File: src/rtl/mac_pe_acc.sv
// Multi-term multiply-accumulate PE with systolic a/b/c forwarding
// and a saturated result qualified by a one-cycle done pulse.
module mac_pe_acc #(
  parameter int A_W   = 4,
  parameter int B_W   = 4,
  parameter int C_W   = 8,
  parameter int K_LEN = 1,
  parameter int RES_W = 9
) (
  input  logic             clock,
  input  logic             reset,
  input  logic             start,
  input  logic             valid_in,
  input  logic [A_W-1:0]   a,
  input  logic [B_W-1:0]   b,
  input  logic [C_W-1:0]   c,
  output logic [A_W-1:0]   a_out,
  output logic [B_W-1:0]   b_out,
  output logic [C_W-1:0]   c_out,
  output logic             valid_out,
  output logic [RES_W-1:0] result,
  output logic             sat,
  output logic             busy,
  output logic             done
);

  localparam int P_W   = A_W + B_W + $clog2(K_LEN);
  localparam int ACC_W = ((C_W > P_W) ? C_W : P_W) + 1;
  localparam int CNT_W = $clog2(K_LEN + 1);

  typedef enum logic {IDLE, ACC} state_t;

  state_t           state;
  logic [ACC_W-1:0] acc;
  logic [ACC_W-1:0] acc_nxt;
  logic [ACC_W-1:0] prod;
  logic [CNT_W-1:0] cnt;
  logic [CNT_W-1:0] cnt_nxt;
  logic             take;
  logic             beat;
  logic             fin;
  logic [RES_W-1:0] res_nxt;
  logic             sat_nxt;

  always_comb begin
    take    = (state == IDLE) && start;
    beat    = valid_in && (take || (state == ACC));
    prod    = ACC_W'(a) * ACC_W'(b);
    acc_nxt = (take ? ACC_W'(c) : acc)
            + (beat ? prod : '0);
    cnt_nxt = (take ? '0 : cnt) + CNT_W'(beat);
    fin     = beat && (cnt_nxt == CNT_W'(K_LEN));
  end

  // Clamp only exists when the result is narrower than the accumulator.
  generate
    if (RES_W >= ACC_W) begin : g_wide
      always_comb begin
        res_nxt = RES_W'(acc_nxt);
        sat_nxt = 1'b0;
      end
    end else begin : g_clamp
      always_comb begin
        sat_nxt = |acc_nxt[ACC_W-1:RES_W];
        res_nxt = sat_nxt ? '1 : acc_nxt[RES_W-1:0];
      end
    end
  endgenerate

  always_ff @(posedge clock or negedge reset) begin
    if (!reset) begin
      state     <= IDLE;
      acc       <= '0;
      cnt       <= '0;
      a_out     <= '0;
      b_out     <= '0;
      c_out     <= '0;
      valid_out <= 1'b0;
      result    <= '0;
      sat       <= 1'b0;
      busy      <= 1'b0;
      done      <= 1'b0;
    end else begin
      a_out     <= a;
      b_out     <= b;
      valid_out <= valid_in;
      done      <= 1'b0;
      if (take || (state == ACC)) begin
        acc <= acc_nxt;
        cnt <= cnt_nxt;
      end
      if (take) c_out <= c;
      if (fin) begin
        result <= res_nxt;
        sat    <= sat_nxt;
        done   <= 1'b1;
        state  <= IDLE;
        busy   <= 1'b0;
      end else if (take) begin
        state <= ACC;
        busy  <= 1'b1;
      end
    end
  end

endmodule

File: config.mk
export PLATFORM = sky130hd
export DESIGN_NAME = mac_pe_acc
export DESIGN_NICKNAME = d
export VERILOG_FILES = /design/src/rtl/mac_pe_acc.sv
export SDC_FILE = /design/constraint.sdc
export NUM_CORES = 1
export LEC_CHECK = 0
export BUFFER_PORTS_ARGS = -buffer_cell sky130_fd_sc_hd__buf_2
export CELL_PAD_IN_SITES_DETAIL_PLACEMENT = 1
export CELL_PAD_IN_SITES_GLOBAL_PLACEMENT = 2
export CORE_UTILIZATION = 37
export CTS_BUF_LIST = sky130_fd_sc_hd__clkbuf_2
export DETAILED_ROUTE_END_ITERATION = 8
export PLACE_DENSITY_LB_ADDON = 0.1
export SYNTH_ARGS = -nofsm -noshare
export SYNTH_HDL_FRONTEND = slang
export SYNTH_SLANG_ARGS = --single-unit
File: constraint.sdc
create_clock -name clock -period 4.3 [get_ports clock]
set_input_delay 1.075 -clock clock [delete_from_list [all_inputs] [get_ports clock]]
set_output_delay 1.075 -clock clock [all_outputs]
set_load 0.02 [all_outputs]
==> impl_metrics.tcl <==
set metrics [dict create \
    synth_ff_type "dfrtp_1" \
    power.density_nw_per_um2 601 \
    cp_data_arrival_time_ns 4.43 \
    die-area_um2 6540 \
    post_drt_wl_per_cell_um 14.9 \
    rsz0062_at_grt "false" \
    status "completed" \
    htreeDepth 2 \
    netlist.area_leader.share_pct 41.3 \
    drc_errors 0 \
    setup_viol 0 \
    holdWs_ns 0.497 \
    drt-total-wl_um 5680 \
    die_h_um 80.9 \
    p_clk_share_pct 12.5 \
    netSwitchingPower_mw 0.717 \
    first_global_vias 2015 \
    yosys.area.top_type "dfrtp_1" \
    hold_depth 2 \
    ys_seq_elements 38 \
    cts_tree "done" \
    place_area_um2 2750 \
    ys.warnings.count 0 \
    rows 28 \
    crit_path_cell_trace "buf_2, nand2_1, fa_1, inv_1, fa_1, ha_1, a21o_1, a21oi_1, xnor2_1, nor2_1, ha_1, o211ai_1, o211ai_2, buf_4, a21oi_1, a211o_1" \
    fin_skew_ns 0.0109 \
    cp-start-kind "input port" \
    drive_above_1_share_pct 30.6 \
    max_freq_ghz 0.241 \
    worstHoldEndpoint "acc[0]" \
    hold_start "acc[0]" \
    first_iter_violations 55 \
    worst_slack_ns 0.153 \
    ff2ff_setup_slack_ns 1.58 \
    maxSlewViolCount 0 \
    place.gp.congestion 0.792 \
    fin_nets 353 \
    cts_buffers 5 \
    port-buffer-count 47 \
    fill_cells 738 \
    overflow 0 \
    rr_worst_depth 7 \
    synth_seq_area_share_pct 41.3 \
    seqPwrFrac_pct 33.0 \
    netlist_area_um2 2300 \
    area_delta_synth_final_pct 23.0 \
    rr_startpoint "busy" \
    syn_inst 239 \
    timing.final.crit_share_pct 96.4 \
    worst-path-buf-inv 3 \
    crit_slowest_cell "fa_1" \
    end_kind "flop" \
    syn_area_per_cell_um2 9.63 \
    vias 1910 \
    path_class "in -> reg" \
    core_area_um2 5960 \
    p_int_mw 0.985 \
    tightest_slew_ns 0.866 \
    leakage_nw 1.52 \
    diodes 0 \
    power_mw 1.70 \
    syn-num-nets 285 \
    clk_pin_slew_ns 0.19 \
    antenna_found_initial 0 \
    cts.sinks 38 \
    cp_data_required_time_ns 4.58 \
    slew-limit-headroom_pct 42.3 \
    r2r-end "result[8]" \
    post-place-ws_ns -0.284 \
    synth_common_cells "54 x nand2_1, 38 x dfrtp_1, 21 x ha_1, 14 x a21oi_1" \
    clock_path_buffers 2 \
    ir_drop_mv 0.238 \
    ios 49 \
    ant_nets 0 \
    fin_area_um2 2830 \
    crit_family "adder cells" \
    vias_per_cell 5.00 \
    grt_pass1_wl_um 9630 \
    post-synth-top-count-cell "nand2_1" \
    insertion_delay_ns 0.38 \
    synthTopCellsByArea "dfrtp_1 41%, ha_1 11%, nand2_1 8.8%" \
    grt.total_usage_pct 19.6 \
    async_reset_ff_share_pct 100 \
    finalCriticalPeriod_ns 4.15 \
    switching_share_pct 42.1 \
    hold_viol 0 \
    min_path_type "reg -> reg" \
    start_util_pct 38.7 \
    synth.distinct_cells 45 \
    postCtsSetupBuffers 0 \
    path_max_fanout 5 \
    ctsRootBufferMaster "clkbuf_2" \
    grt_max_degree 39 \
    detail_route.first_pass.iterations 4 \
    pwr-share-comb_pct 54.5 \
    critPathMaxStageDelay_ns 0.53 \
    synth_edf_count 0 \
    die_x_um 80.9 \
    dp_hpwl_um 4460 \
    drv_cap 0 \
]
## how the worst max path moves through the flow
stage / startpoint / to / cells after the start
4_1_cts: b[3] / result[7] / 15
2_1_floorplan: a[0] / result[8] / 15
3_3_place_gp: b[3] / result[7] / 15
6_report: b[3] / result[8] / 16
5_1_grt: b[3] / result[8] / 16
3_5_place_dp: b[3] / result[8] / 15
## registers in the layout (all words and copies together) (netlist names)
name	count
acc	9
result	9
c_out	8
a_out	4
b_out	4
busy	1
cnt	1
done	1
valid_out	1
## repair_timing
| item | CTS | global route |
|---|---|---|
| resized for setup | 0 | 8 |
| endpoints found under the setup margin | 0 | 4 |
| hold buffers | 0 | 0 |
## worst min-delay path, delay by kind of cell, from the launching register on
family	cells	cell delay, ns
flops	1	0.39
simple gates	2	0.10
## layout make-up
type	count	area [um2]	area share, %
clock buffer	5	25.0	0.884
clock inverter	2	33.8	1.19
inverter	11	41.3	1.46
multi-input combinational	183	1290	45.7
sequential	38	951	33.6
tap	75	93.8	3.31
timing repair buffer	68	393	13.9
## layout by cell type (no fill, tap or decap), drive strengths merged, types with 3 or more instances in the layout
cell type  count
o31ai          3
a21oi         14
and3           5
nor2          12
nor2b          3
buf           68
mux2           8
o21ai          6
inv           11
fa             5
xnor2          4
a21o           3
clkbuf         5
dfrtp         38
o211ai         3
nand2b         3
and2          12
nand3          3
a211oi         3
ha            21
nand2         54
## cells by family after synthesis
kind of cell | share of synthesized area [%]
buffers and inverters | 3.59
xor gates and xnor gates | 1.90
AOI/OAI and AO/OA | 11.5
adders and majority gates | 15.8
and+or+nand+nor | 21.0
other | 0.163
muxes | 4.78
DFF | 41.3
## power groups by stage
stage | Clock (mW) | Sequential (mW) | Combinational [mW]
floorplan | 0 | 0.667 | 0.500
global placement | 0 | 0.568 | 0.907
detailed placement | 0 | 0.574 | 0.919
CTS | 0.223 | 0.565 | 0.928
global route | 0.233 | 0.581 | 1.05
finish | 0.212 | 0.562 | 0.928
## routing by layer
metal / global-route usage [%] / up-vias / routed length (um)
li1: - / 944 / -
met5: 0 / - / 0
met4: 5.71 / 0 / 55
met1: 25.4 / 935 / 2730
met2: 33.0 / 24 / 2720
met3: 3.71 / 7 / 172
## stage by stage
step	utilization [%]	setup TNS, ns	cells
floorplan	-	0	239
global placement	46.2	-1.65	375
detailed placement	46.2	-1.68	375
CTS	47.2	0	382
global route	47.5	0	382
finish	47.5	0	382
Note: power is estimated with default switching activity, not from simulation.
